<file path="config.mk">
export PLATFORM = sky130hd
export DESIGN_NAME = alu_ctrl_muldiv
export DESIGN_NICKNAME = d
export VERILOG_FILES = /design/src/rtl/mips_alu_pkg.sv /design/src/rtl/muldiv_iter.sv /design/src/rtl/alu_ctrl_muldiv.sv
export SDC_FILE = /design/constraint.sdc
export NUM_CORES = 1
export LEC_CHECK = 0
export BUFFER_PORTS_ARGS = -buffer_cell sky130_fd_sc_hd__buf_2
export CORE_ASPECT_RATIO = 0.9
export CORE_MARGIN = 2
export CORE_UTILIZATION = 64
export CTS_CLUSTER_SIZE = 30
export DETAILED_ROUTE_END_ITERATION = 8
export GPL_TIMING_DRIVEN = 0
export PLACE_DENSITY = 0.83
export SKIP_LAST_GASP = 1
export SYNTH_ARGS = -nofsm -noshare
export SYNTH_HDL_FRONTEND = slang
export SYNTH_SLANG_ARGS = --single-unit
</file>
<file path="constraint.sdc">
create_clock -name clk -period 7.08 [get_ports clk]
set_input_delay 1.416 -clock clk [delete_from_list [all_inputs] [get_ports clk]]
set_output_delay 1.416 -clock clk [all_outputs]
set_load 0.02 [all_outputs]
</file>
<file path="src/rtl/mips_alu_pkg.sv">
// Shared codes for the ALU control / mul-div unit: ALUop and funct encodings,
// 4-bit ALU control codes and the mul/div sequencer states.
package mips_alu_pkg;

  localparam logic [2:0] ALUOP_ADD   = 3'b000;
  localparam logic [2:0] ALUOP_SUB   = 3'b001;
  localparam logic [2:0] ALUOP_RTYPE = 3'b010;
  localparam logic [2:0] ALUOP_AND   = 3'b011;
  localparam logic [2:0] ALUOP_OR    = 3'b100;
  localparam logic [2:0] ALUOP_SLT   = 3'b101;

  localparam logic [5:0] F_SLL   = 6'b000000;
  localparam logic [5:0] F_SRL   = 6'b000010;
  localparam logic [5:0] F_SRA   = 6'b000011;
  localparam logic [5:0] F_MFHI  = 6'b010000;
  localparam logic [5:0] F_MTHI  = 6'b010001;
  localparam logic [5:0] F_MFLO  = 6'b010010;
  localparam logic [5:0] F_MTLO  = 6'b010011;
  localparam logic [5:0] F_MULT  = 6'b011000;
  localparam logic [5:0] F_MULTU = 6'b011001;
  localparam logic [5:0] F_DIV   = 6'b011010;
  localparam logic [5:0] F_DIVU  = 6'b011011;
  localparam logic [5:0] F_ADD   = 6'b100000;
  localparam logic [5:0] F_SUB   = 6'b100010;
  localparam logic [5:0] F_AND   = 6'b100100;
  localparam logic [5:0] F_OR    = 6'b100101;
  localparam logic [5:0] F_XOR   = 6'b100110;
  localparam logic [5:0] F_NOR   = 6'b100111;
  localparam logic [5:0] F_SLT   = 6'b101010;

  typedef enum logic [3:0] {
    ALU_ADD  = 4'b0000,
    ALU_SUB  = 4'b0001,
    ALU_AND  = 4'b0010,
    ALU_OR   = 4'b0011,
    ALU_SLL  = 4'b0100,
    ALU_SRL  = 4'b0101,
    ALU_SRA  = 4'b0110,
    ALU_XOR  = 4'b0111,
    ALU_SLT  = 4'b1000,
    ALU_NOR  = 4'b1001,
    ALU_NONE = 4'b1111
  } alu_ctrl_e;

  typedef enum logic [1:0] {
    ST_IDLE = 2'd0,
    ST_MUL  = 2'd1,
    ST_DIV  = 2'd2,
    ST_DONE = 2'd3
  } md_state_e;

endpackage

</file>
<file path="src/rtl/muldiv_iter.sv">
// Iterative multiply/divide core: one bit per step, magnitudes in, sign-fixed HI/LO out.
// Restoring divider only present when MULDIV_DIV_EN is defined.
module muldiv_iter
  import mips_alu_pkg::*;
#(
  parameter int WIDTH = 32,
  parameter int CNT_W = $clog2(WIDTH) + 1
) (
  input  logic             clk,
  input  logic             rst_n,
  input  logic             load,
  input  logic             step,
  input  logic             is_div,
  input  logic             is_signed,
  input  logic [WIDTH-1:0] rs_val,
  input  logic [WIDTH-1:0] rt_val,
  output logic             last,
  output logic [WIDTH-1:0] res_hi,
  output logic [WIDTH-1:0] res_lo
);

  logic [WIDTH-1:0]   opnd_reg, acc_hi_reg, acc_lo_reg;
  logic [CNT_W-1:0]   cnt_reg;
  logic               neg_lo_reg;
  logic               rs_neg, rt_neg;
  logic [WIDTH-1:0]   rs_mag, rt_mag;
  logic [WIDTH:0]     mul_sum;
  logic [2*WIDTH-1:0] mul_next, prod, prod_fix, step_next;

  assign rs_neg = is_signed & rs_val[WIDTH-1];
  assign rt_neg = is_signed & rt_val[WIDTH-1];
  assign rs_mag = rs_neg ? -rs_val : rs_val;
  assign rt_mag = rt_neg ? -rt_val : rt_val;

  // Shift-add: multiplier sits in acc_lo and is consumed LSB first.
  assign mul_sum  = {1'b0, acc_hi_reg} + (acc_lo_reg[0] ? {1'b0, opnd_reg} : '0);
  assign mul_next = {mul_sum, acc_lo_reg[WIDTH-1:1]};
  assign prod     = {acc_hi_reg, acc_lo_reg};
  assign prod_fix = neg_lo_reg ? -prod : prod;

`ifdef MULDIV_DIV_EN
  logic             div_mode_reg, neg_hi_reg, rt_zero, div_ge;
  logic [WIDTH:0]   div_shift;
  logic [WIDTH-1:0] div_diff;

  // Divide by zero: every trial subtract succeeds, leaving all-ones quotient and
  // the dividend in the remainder; clearing the quotient sign keeps LO all ones.
  assign rt_zero   = (rt_val == '0);
  assign div_shift = {acc_hi_reg, acc_lo_reg[WIDTH-1]};
  assign div_ge    = (div_shift >= {1'b0, opnd_reg});
  assign div_diff  = div_shift[WIDTH-1:0] - opnd_reg;
  assign step_next = div_mode_reg ?
      {(div_ge ? div_diff : div_shift[WIDTH-1:0]), acc_lo_reg[WIDTH-2:0], div_ge} : mul_next;
  assign res_hi = div_mode_reg ? (neg_hi_reg ? -acc_hi_reg : acc_hi_reg) : prod_fix[2*WIDTH-1:WIDTH];
  assign res_lo = div_mode_reg ? (neg_lo_reg ? -acc_lo_reg : acc_lo_reg) : prod_fix[WIDTH-1:0];
`else
  logic unused_div;
  assign unused_div = is_div;
  assign step_next  = mul_next;
  assign res_hi     = prod_fix[2*WIDTH-1:WIDTH];
  assign res_lo     = prod_fix[WIDTH-1:0];
`endif

  assign last = (cnt_reg == CNT_W'(WIDTH - 1));

  always_ff @(posedge clk or negedge rst_n) begin
    if (!rst_n) begin
      opnd_reg   <= '0;
      acc_hi_reg <= '0;
      acc_lo_reg <= '0;
      cnt_reg    <= '0;
      neg_lo_reg <= 1'b0;
`ifdef MULDIV_DIV_EN
      div_mode_reg <= 1'b0;
      neg_hi_reg   <= 1'b0;
`endif
    end else if (load) begin
      cnt_reg    <= '0;
      acc_hi_reg <= '0;
`ifdef MULDIV_DIV_EN
      div_mode_reg <= is_div;
      neg_hi_reg   <= rs_neg;
      if (is_div) begin
        opnd_reg   <= rt_mag;
        acc_lo_reg <= rs_mag;
        neg_lo_reg <= (rs_neg ^ rt_neg) & ~rt_zero;
      end else begin
        opnd_reg   <= rs_mag;
        acc_lo_reg <= rt_mag;
        neg_lo_reg <= rs_neg ^ rt_neg;
      end
`else
      opnd_reg   <= rs_mag;
      acc_lo_reg <= rt_mag;
      neg_lo_reg <= rs_neg ^ rt_neg;
`endif
    end else if (step) begin
      cnt_reg                  <= cnt_reg + CNT_W'(1);
      {acc_hi_reg, acc_lo_reg} <= step_next;
    end
  end

endmodule

</file>
<file path="src/rtl/alu_ctrl_muldiv.sv">
// ALU control decode plus HI/LO sequencer driving the iterative mul/div core.
// Define MULDIV_DIV_EN to enable div/divu; otherwise they decode as illegal.
module alu_ctrl_muldiv
  import mips_alu_pkg::*;
#(
  parameter int WIDTH = 32,
  parameter int CNT_W = $clog2(WIDTH) + 1
) (
  input  logic             clk,
  input  logic             rst_n,
  input  logic [2:0]       alu_op,
  input  logic [5:0]       funct,
  input  logic             op_valid,
  input  logic             flush,
  input  logic [WIDTH-1:0] rs_val,
  input  logic [WIDTH-1:0] rt_val,
  output logic [3:0]       alu_control,
  output logic             illegal,
  output logic             stall,
  output logic             md_busy,
  output logic [WIDTH-1:0] hi,
  output logic [WIDTH-1:0] lo
);

  alu_ctrl_e        ctrl_sel;
  logic             grp, is_mul, is_div, md_signed, mt_hi, mt_lo;
  logic             accept, start_mul, start_div, step, core_last;
  logic [WIDTH-1:0] res_hi, res_lo, hi_reg, lo_reg;
  md_state_e        state_reg;
  logic             busy_reg;

  always_comb begin
    ctrl_sel  = ALU_ADD;
    illegal   = 1'b0;
    grp       = 1'b0;
    is_mul    = 1'b0;
    is_div    = 1'b0;
    md_signed = 1'b0;
    mt_hi     = 1'b0;
    mt_lo     = 1'b0;
    case (alu_op)
      ALUOP_ADD: ctrl_sel = ALU_ADD;
      ALUOP_SUB: ctrl_sel = ALU_SUB;
      ALUOP_AND: ctrl_sel = ALU_AND;
      ALUOP_OR:  ctrl_sel = ALU_OR;
      ALUOP_SLT: ctrl_sel = ALU_SLT;
      ALUOP_RTYPE: begin
        case (funct)
          F_ADD: ctrl_sel = ALU_ADD;
          F_SUB: ctrl_sel = ALU_SUB;
          F_AND: ctrl_sel = ALU_AND;
          F_OR:  ctrl_sel = ALU_OR;
          F_NOR: ctrl_sel = ALU_NOR;
          F_SLT: ctrl_sel = ALU_SLT;
          F_SLL: ctrl_sel = ALU_SLL;
          F_SRL: ctrl_sel = ALU_SRL;
          F_SRA: ctrl_sel = ALU_SRA;
          F_XOR: ctrl_sel = ALU_XOR;
          F_MULT, F_MULTU: begin
            ctrl_sel  = ALU_NONE;
            grp       = 1'b1;
            is_mul    = 1'b1;
            md_signed = (funct == F_MULT);
          end
`ifdef MULDIV_DIV_EN
          F_DIV, F_DIVU: begin
            ctrl_sel  = ALU_NONE;
            grp       = 1'b1;
            is_div    = 1'b1;
            md_signed = (funct == F_DIV);
          end
`endif
          F_MFHI, F_MFLO: begin
            ctrl_sel = ALU_NONE;
            grp      = 1'b1;
          end
          F_MTHI: begin
            ctrl_sel = ALU_NONE;
            grp      = 1'b1;
            mt_hi    = 1'b1;
          end
          F_MTLO: begin
            ctrl_sel = ALU_NONE;
            grp      = 1'b1;
            mt_lo    = 1'b1;
          end
          default: illegal = 1'b1;
        endcase
      end
      default: illegal = 1'b1;
    endcase
  end

  assign alu_control = ctrl_sel;
  assign stall       = op_valid & grp & busy_reg;
  assign accept      = op_valid & grp & ~busy_reg & ~flush;
  assign start_mul   = accept & is_mul;
  assign start_div   = accept & is_div;
  assign step        = (state_reg == ST_MUL) || (state_reg == ST_DIV);
  assign md_busy     = busy_reg;
  assign hi          = hi_reg;
  assign lo          = lo_reg;

  muldiv_iter #(
    .WIDTH (WIDTH),
    .CNT_W (CNT_W)
  ) u_core (
    .clk       (clk),
    .rst_n     (rst_n),
    .load      (start_mul | start_div),
    .step      (step),
    .is_div    (is_div),
    .is_signed (md_signed),
    .rs_val    (rs_val),
    .rt_val    (rt_val),
    .last      (core_last),
    .res_hi    (res_hi),
    .res_lo    (res_lo)
  );

  // Busy spans MUL/DIV (WIDTH cycles) plus DONE; HI/LO commit as busy drops.
  always_ff @(posedge clk or negedge rst_n) begin
    if (!rst_n) begin
      state_reg <= ST_IDLE;
      busy_reg  <= 1'b0;
      hi_reg    <= '0;
      lo_reg    <= '0;
    end else begin
      case (state_reg)
        ST_IDLE: begin
          if (accept) begin
            if (mt_hi) hi_reg <= rs_val;
            if (mt_lo) lo_reg <= rs_val;
            if (start_mul) begin
              state_reg <= ST_MUL;
              busy_reg  <= 1'b1;
            end else if (start_div) begin
              state_reg <= ST_DIV;
              busy_reg  <= 1'b1;
            end
          end
        end
        ST_MUL, ST_DIV: begin
          if (flush) begin
            state_reg <= ST_IDLE;
            busy_reg  <= 1'b0;
          end else if (core_last) begin
            state_reg <= ST_DONE;
          end
        end
        ST_DONE: begin
          state_reg <= ST_IDLE;
          busy_reg  <= 1'b0;
          if (!flush) begin
            hi_reg <= res_hi;
            lo_reg <= res_lo;
          end
        end
        default: begin
          state_reg <= ST_IDLE;
          busy_reg  <= 1'b0;
        end
      endcase
    end
  end

endmodule

</file>
==> out/metrics.cfg, run 1 <==
[synthesis]
synth_top_area_share_pct = 35.6
synthesis.instances = 1419
ys_types = 67
ys_warn_count = 0
synth-edff-count = 0
netlist_area_um2 = 12000
synth.avg_cell_area_um2 = 8.42
synth_nets = 1536
yosysSeqAreaShare_pct = 35.6
synthTopCellsByArea = dfrtp_1, xor2_1, o21ai_0, nand2_1, mux2i_1
synth_area_leader_cell = dfrtp_1
ys.flop_type = dfrtp_1
synth_seq_cells = 170
async_reset_ff_share_pct = 100

[timing]
layout_setup_ws_ns = 2.31
min_period_over_period_pct = 67.3
relSlewSlack_pct = 10.9
worst_pin_slew_ns = 1.33
rsz0062_at_grt = no
fin_skew_ns = 0.0136
slew_violations = 0
finalHoldViolCount = 0
finalSetupViolations = 0
setup_tns_ns = 0
whs_ns = 0.475
clock.fmax_ghz = 0.210
layout_min_cycle_time_ns = 4.77

[min_path]
hold_depth = 1
hold_start = lo[22]
whs_endpoint = lo[22]
hp-class = reg2reg

[place]
dp_hpwl_mm = 30.5
pre_cts_slack_ns = 2.44
placed_cells = 1810
gp_congestion = 1.02
io_buffers = 145

[worst_setup_path]
crit_type = reg2reg
r2r_end = u_core.acc_hi_reg[29]
cp.required_ns = 7.40
cp_slowest_stage_delay_ns = 0.74
critPathMaxFanout = 10
r2r_cells = 14
startpoint_type = flop
end_kind = flop
slowest_stage = a2111oi_0
worstPathArrival_ns = 5.08
path_common_cell = or3_1
ff2ff_setup_slack_ns = 2.31
rr_startpoint = u_core.acc_lo_reg[0]
path_cells = clkbuf_1 -> and2_1 -> ha_1 -> inv_1 -> fa_1 -> nor2b_1 -> o2111ai_1 -> a2111oi_0 -> or3_1 -> a211o_1 -> a41oi_1 -> nor3_1 -> mux2i_1 -> or3_1

[drt]
via_per_inst = 6.45
firstDrtPassIters = 6
drt_iter0_drc = 1144
avgRoutedWirePerCell_um = 21.5
ant_nets = 0
vias = 11900
drc = 0
wl_mm = 39.6

[global_routing]
grt_pass1_wl_mm = 61.5
grt_start_max_net_pins = 99
grt_usage_pct = 40.2
antenna_found_initial = 1
gr-total-overflow = 0
grt_pass1_vias = 11200

[clocking]
cts-root-buf = clkbuf_16
clk_path_buf_depth = 2
cts_tree = built
ctsHoldBuffers = 0
worstSkewPairLatency_ns = 0.45
clk_pin_slew_ns = 0.07
cts_max_level = 4
clkSinkCount = 170
cts.repair.resized = 0
numCtsBuffers = 17
postCtsSetupBuffers = 0

[power_and_ir_drop]
power.total_mw = 4.79
powerDensity_nw_per_um2 = 351
worst_ir_drop_vdd_v = 0.000263
leakage_nw = 6.45

[floorplan]
start_util_pct = 65.1
die_x_um = 148
die_area_um2 = 19800
ioPinCount = 148
die_y_um = 134
rows = 47
design.core.area_um2 = 18300

[final_layout]
finalNetCount = 1701
antenna_cells = 0
area_delta_synth_final_pct = 14.0
drive_above_1_share_pct = 12.6
n_fill_cell = 1428
final_cells = 1842

[status]
status = completed

[run]
cap_viol_max_count = 0

## worst max-delay path, delay by kind of cell (launching register included)
family	cells	cell delay, ns
adders and majority gates	2	0.59
DFF	1	0.66
buffers and inverters	2	0.49
muxes	1	0.12
and+or+nand+nor	5	1.34
AOI/OAI and AO/OA	4	1.43
## routing by layer
layer	share of wire, %	global-route usage [%]	vias up
met3	11	10.5	122
met1	41	55.1	5665
li1	-	-	5382
met4	4.2	17.2	0
met5	0	0	-
met2	44	60.8	721
## cell usage after synthesis (3+ instances only)
cell type and instances:
o21a_1 4, xor2_1 91, a211oi_1 38, buf_1 4, and3_1 8, inv_1 25, a211o_1 3, o22ai_1 4
nor2b_1 13, nor3b_1 3, or3_1 25, o31ai_1 26, and2_1 38, nor2_1 104, nor4_1 13, a21o_1 55
o21ai_0 159, mux2i_1 58, nand4_1 7, clkbuf_1 70, nand3_1 19, nand2b_1 12, o41ai_1 12, a31oi_1 11
nand2_1 195, or2_2 6, a21oi_1 63, ha_1 39, dfrtp_1 170, o211ai_1 8, xnor2_1 59, nor3_1 19
or4_1 6, mux2_2 3
## logic make-up after synthesis
logic type | count (synthesis) | synth area share (%)
AO/OA/AOI/OAI | 413 | 21.6
XOR/XNOR | 150 | 11.0
adder cells (fa/ha/maj) | 40 | 4.25
buffers and inverters | 103 | 3.29
flip-flops | 170 | 35.6
multiplexers | 61 | 5.14
AND/OR/NAND/NOR | 482 | 19.2
## worst max path at each step
stage / slack [ns] / from / end
floorplan: 3.11 / funct[0] / illegal
global placement: 2.03 / rst_n / u_core.acc_lo_reg[25]
detailed placement: 2.44 / u_core.acc_lo_reg[0] / u_core.acc_hi_reg[29]
CTS: 2.47 / u_core.acc_lo_reg[0] / u_core.acc_hi_reg[29]
global route: 2.02 / u_core.acc_lo_reg[0] / u_core.acc_hi_reg[29]
finish: 2.31 / u_core.acc_lo_reg[0] / u_core.acc_hi_reg[29]
## power breakdown
group / total [mW] / internal [mW] / switching [mW] / leakage (nW)
registers: 1.86 / 1.36 / 0.499 / 2.19
clock network: 0.968 / 0.538 / 0.430 / 0.288
logic: 1.96 / 0.771 / 1.19 / 3.97
total: 4.79 / 2.67 / 2.12 / 6.45
## cell type report
cell class / count / area (µm²) / share of cell area (%)
well taps: 245 / 307 / 2.25
inverters: 26 / 97.6 / 0.716
flip-flops and latches: 170 / 4250 / 31.2
clock buffers: 18 / 439 / 3.22
multi-input cells: 1146 / 7310 / 53.7
clock inverters: 14 / 159 / 1.17
plain buffers: 77 / 295 / 2.17
repair buffers: 146 / 763 / 5.60
## cells in the final DEF, fill, tap and decap left out, types with 38 or more instances in the layout
cell / instances
o21ai_0: 159
and2_1: 38
a21oi_1: 63
buf_2: 146
ha_1: 39
clkbuf_1: 70
nand2_1: 195
a211oi_1: 38
a21o_1: 55
mux2i_1: 58
dfrtp_1: 170
xnor2_1: 59
xor2_1: 91
nor2_1: 104
## metrics by stage
stage | instance area (µm²) | util, %
after floorplan | 12000 | -
after global placement | 13000 | 70.8
after detailed placement | 13000 | 71.0
after CTS | 13600 | 74.2
after global routing | 13600 | 74.3
final | 13600 | 74.3
(Power assumes the default switching activity.)
==> run 2: changes to the inputs <==
CORE_UTILIZATION = 54   (was 64)
PLACE_DENSITY = 0.74   (was 0.83)
clock period = 3.95 ns   (was 7.08 ns; I/O delays follow)
==> run 2 against run 1 <==
Via count shrank 2.0%. Sequential share of layout area shrank 0.27 points. Worst hold slack lost 0.18 ns. First-iteration DRC count grew 15%. Design area grew 0.90%. Die area grew 18%. Maximum frequency grew 24%. Clock power grew 75%. Critical path depth is the same. Clock-buffer cell count grew 1. Critical endpoint unchanged. Highest routed layer is now met5.
==> out/metrics.cfg, run 2 (same netlist as run 1, synthesis figures left out) <==
[final_layout]
final_common_cell = nand2_1
area_delta_synth_final_pct = 15.0
ff_latch_area_um2 = 4260  ; about the same
n_fill_cell = 1944  ; +36%
final_cell_mix = nand2_1, dfrtp_1, o21ai_0
final_cells = 1890  ; +2.6%
fin_area_um2 = 13700  ; +0.90%
finalNetCount = 1703  ; +0.12%
antenna_cells = 0  ; unchanged
fin_util_pct = 63.4  ; -11 points
drive_above_1_share_pct = 13.3  ; +0.61 points
multi_input_area_um2 = 7370  ; +0.79%

[place]
gp_congestion = 0.960  ; -5.9%
dpl_cell_area_um2 = 13100  ; +0.44%
dp_hpwl_mm = 30.7  ; +0.66%
io_buffers = 145  ; unchanged
placed_cells = 1856  ; +2.5%
pre_cts_slack_ns = -0.940  ; -3.38 ns

[timing]
relSlewSlack_pct = 11.0  ; +0.020 points
min_period_over_period_pct = 97.4  ; +30 points
whs_ns = 0.297  ; -0.179 ns
layout_setup_ws_ns = 0.103  ; -2.21 ns
setup_tns_ns = 0  ; unchanged
worst_pin_slew_ns = 1.33  ; +0.00369 ns
clock.fmax_ghz = 0.260  ; +24%
slew_violations = 0  ; unchanged
fin_skew_ns = 0.0173  ; +0.00370 ns
rsz0062_at_grt = yes
finalHoldViolCount = 0  ; unchanged
layout_min_cycle_time_ns = 3.85  ; -0.918 ns
finalSetupViolations = 0  ; unchanged

[worst_setup_path]
worstPathArrival_ns = 4.17  ; -0.91 ns
cp_slowest_stage_delay_ns = 0.42  ; -0.32 ns
path_depth = 14  ; unchanged
end_kind = flop
path_common_cell = or3_1
cpLargestDelayFamily = simple AND/OR/NAND/NOR gates
startpoint_type = flop
r2r_cells = 14  ; unchanged
path_buf_inv = 2  ; unchanged
path_cells = clkbuf_2 -> and2_1 -> ha_1 -> inv_1 -> fa_1 -> nor2b_2 -> o2111ai_1 -> a2111oi_4 -> or3_1 -> a211o_1 -> a41oi_2 -> nor3_2 -> mux2i_1 -> or3_1
crit_type = reg2reg
critPathMaxFanout = 10  ; unchanged
slowest_stage = a2111oi_4
cp.required_ns = 4.27  ; -3.13 ns

[clocking]
clk_path_buf_depth = 2  ; unchanged
numCtsBuffers = 17  ; unchanged
ctsHoldBuffers = 0  ; unchanged
cts-root-buf = clkbuf_16
clk_pin_slew_ns = 0.08  ; about the same
cts_tree = built
cts_max_level = 4  ; unchanged
worstSkewPairLatency_ns = 0.45  ; about the same
clkSinkCount = 170  ; unchanged

[floorplan]
rows = 51  ; +8.5%
ioPinCount = 148  ; unchanged
die_y_um = 145  ; +8.6%
design.core.area_um2 = 21700  ; +18%
die_area_um2 = 23300  ; +18%
start_util_pct = 55.1  ; -10 points
die_x_um = 161  ; +8.6%

[drt]
drc = 0  ; unchanged
avgRoutedWirePerCell_um = 21.0  ; -2.4%
via_per_inst = 6.16  ; -4.5%
wl_mm = 39.7  ; +0.14%
ant_nets = 0  ; unchanged
firstDrtPassIters = 5  ; -1
vias = 11600  ; -2.0%
drt_iter0_drc = 1316  ; +15%

[power_and_ir_drop]
powerDensity_nw_per_um2 = 620  ; +77%
leakage_nw = 6.49  ; +0.55%
worst_ir_drop_vdd_v = 0.000331  ; +26%
power.total_mw = 8.53  ; +78%

[min_path]
hp-class = in2async

[global_routing]
gr-total-overflow = 0  ; unchanged
grt_usage_pct = 34.0  ; -6.3 points
grt_start_max_net_pins = 95  ; -4.0%
grt_pass1_vias = 10800  ; -2.9%
grt_pass1_wl_mm = 61.2  ; -0.38%
antenna_found_initial = 1  ; unchanged

[run]
cap_viol_max_count = 0  ; unchanged

[status]
status = completed

==> run 2: layout make-up <==
class / count / area share, %
Multi-Input combinational cell: 1146 / 53.6
Sequential cell: 170 / 31.0
Timing Repair Buffer: 149 / 5.72
Clock buffer: 19 / 3.29
Tap cell: 291 / 2.65
Buffer: 76 / 2.13
Clock inverter: 13 / 0.956
Inverter: 26 / 0.710
==> run 2: routing by layer <==
metal  wire (µm)  up-vias  GRT usage (%)
li1            -     5361              -
met3        4000       94           8.18
met1       17200     5543           47.7
met4        1380        2           13.0
met2       17100      647           50.8
met5          13        -              0
==> run 2: power by group <==
part           switching (mW)  leakage, nW  internal (mW)
clock network           0.772        0.283          0.918
logic                    2.10         4.01           1.40
registers               0.911         2.19           2.43
==> run 2: final timing paths <==
kind,start,end,slack (ns)
worst min-delay path,rst_n,u_core.opnd_reg[10],0.30
worst max register to register,u_core.acc_lo_reg[0],u_core.acc_hi_reg[29],0.10
min in group clk,lo[20],lo[20],0.47
worst max-delay path,u_core.acc_lo_reg[0],u_core.acc_hi_reg[29],0.10
max in group asynchronous,rst_n,u_core.acc_lo_reg[0],2.74
worst min register to register,lo[20],lo[20],0.47
==> run 2: timing repair <==
action                                  CTS  global route
setup buffers                             3             0
endpoints found under the setup margin   24             6
resized for setup                         7             6
cloned                                    0             0
pin swaps                                 0             1
==> run 2: worst reg2reg max path: stages, from the launching register on <==
cell and delay [ns]:
dfrtp_2 0.39, clkbuf_2 0.26, and2_1 0.17, ha_1 0.22
inv_1 0.08, fa_1 0.40, nor2b_2 0.18, o2111ai_1 0.22
a2111oi_4 0.42, or3_1 0.20, a211o_1 0.26, a41oi_2 0.24
nor3_2 0.21, mux2i_1 0.10, or3_1 0.38
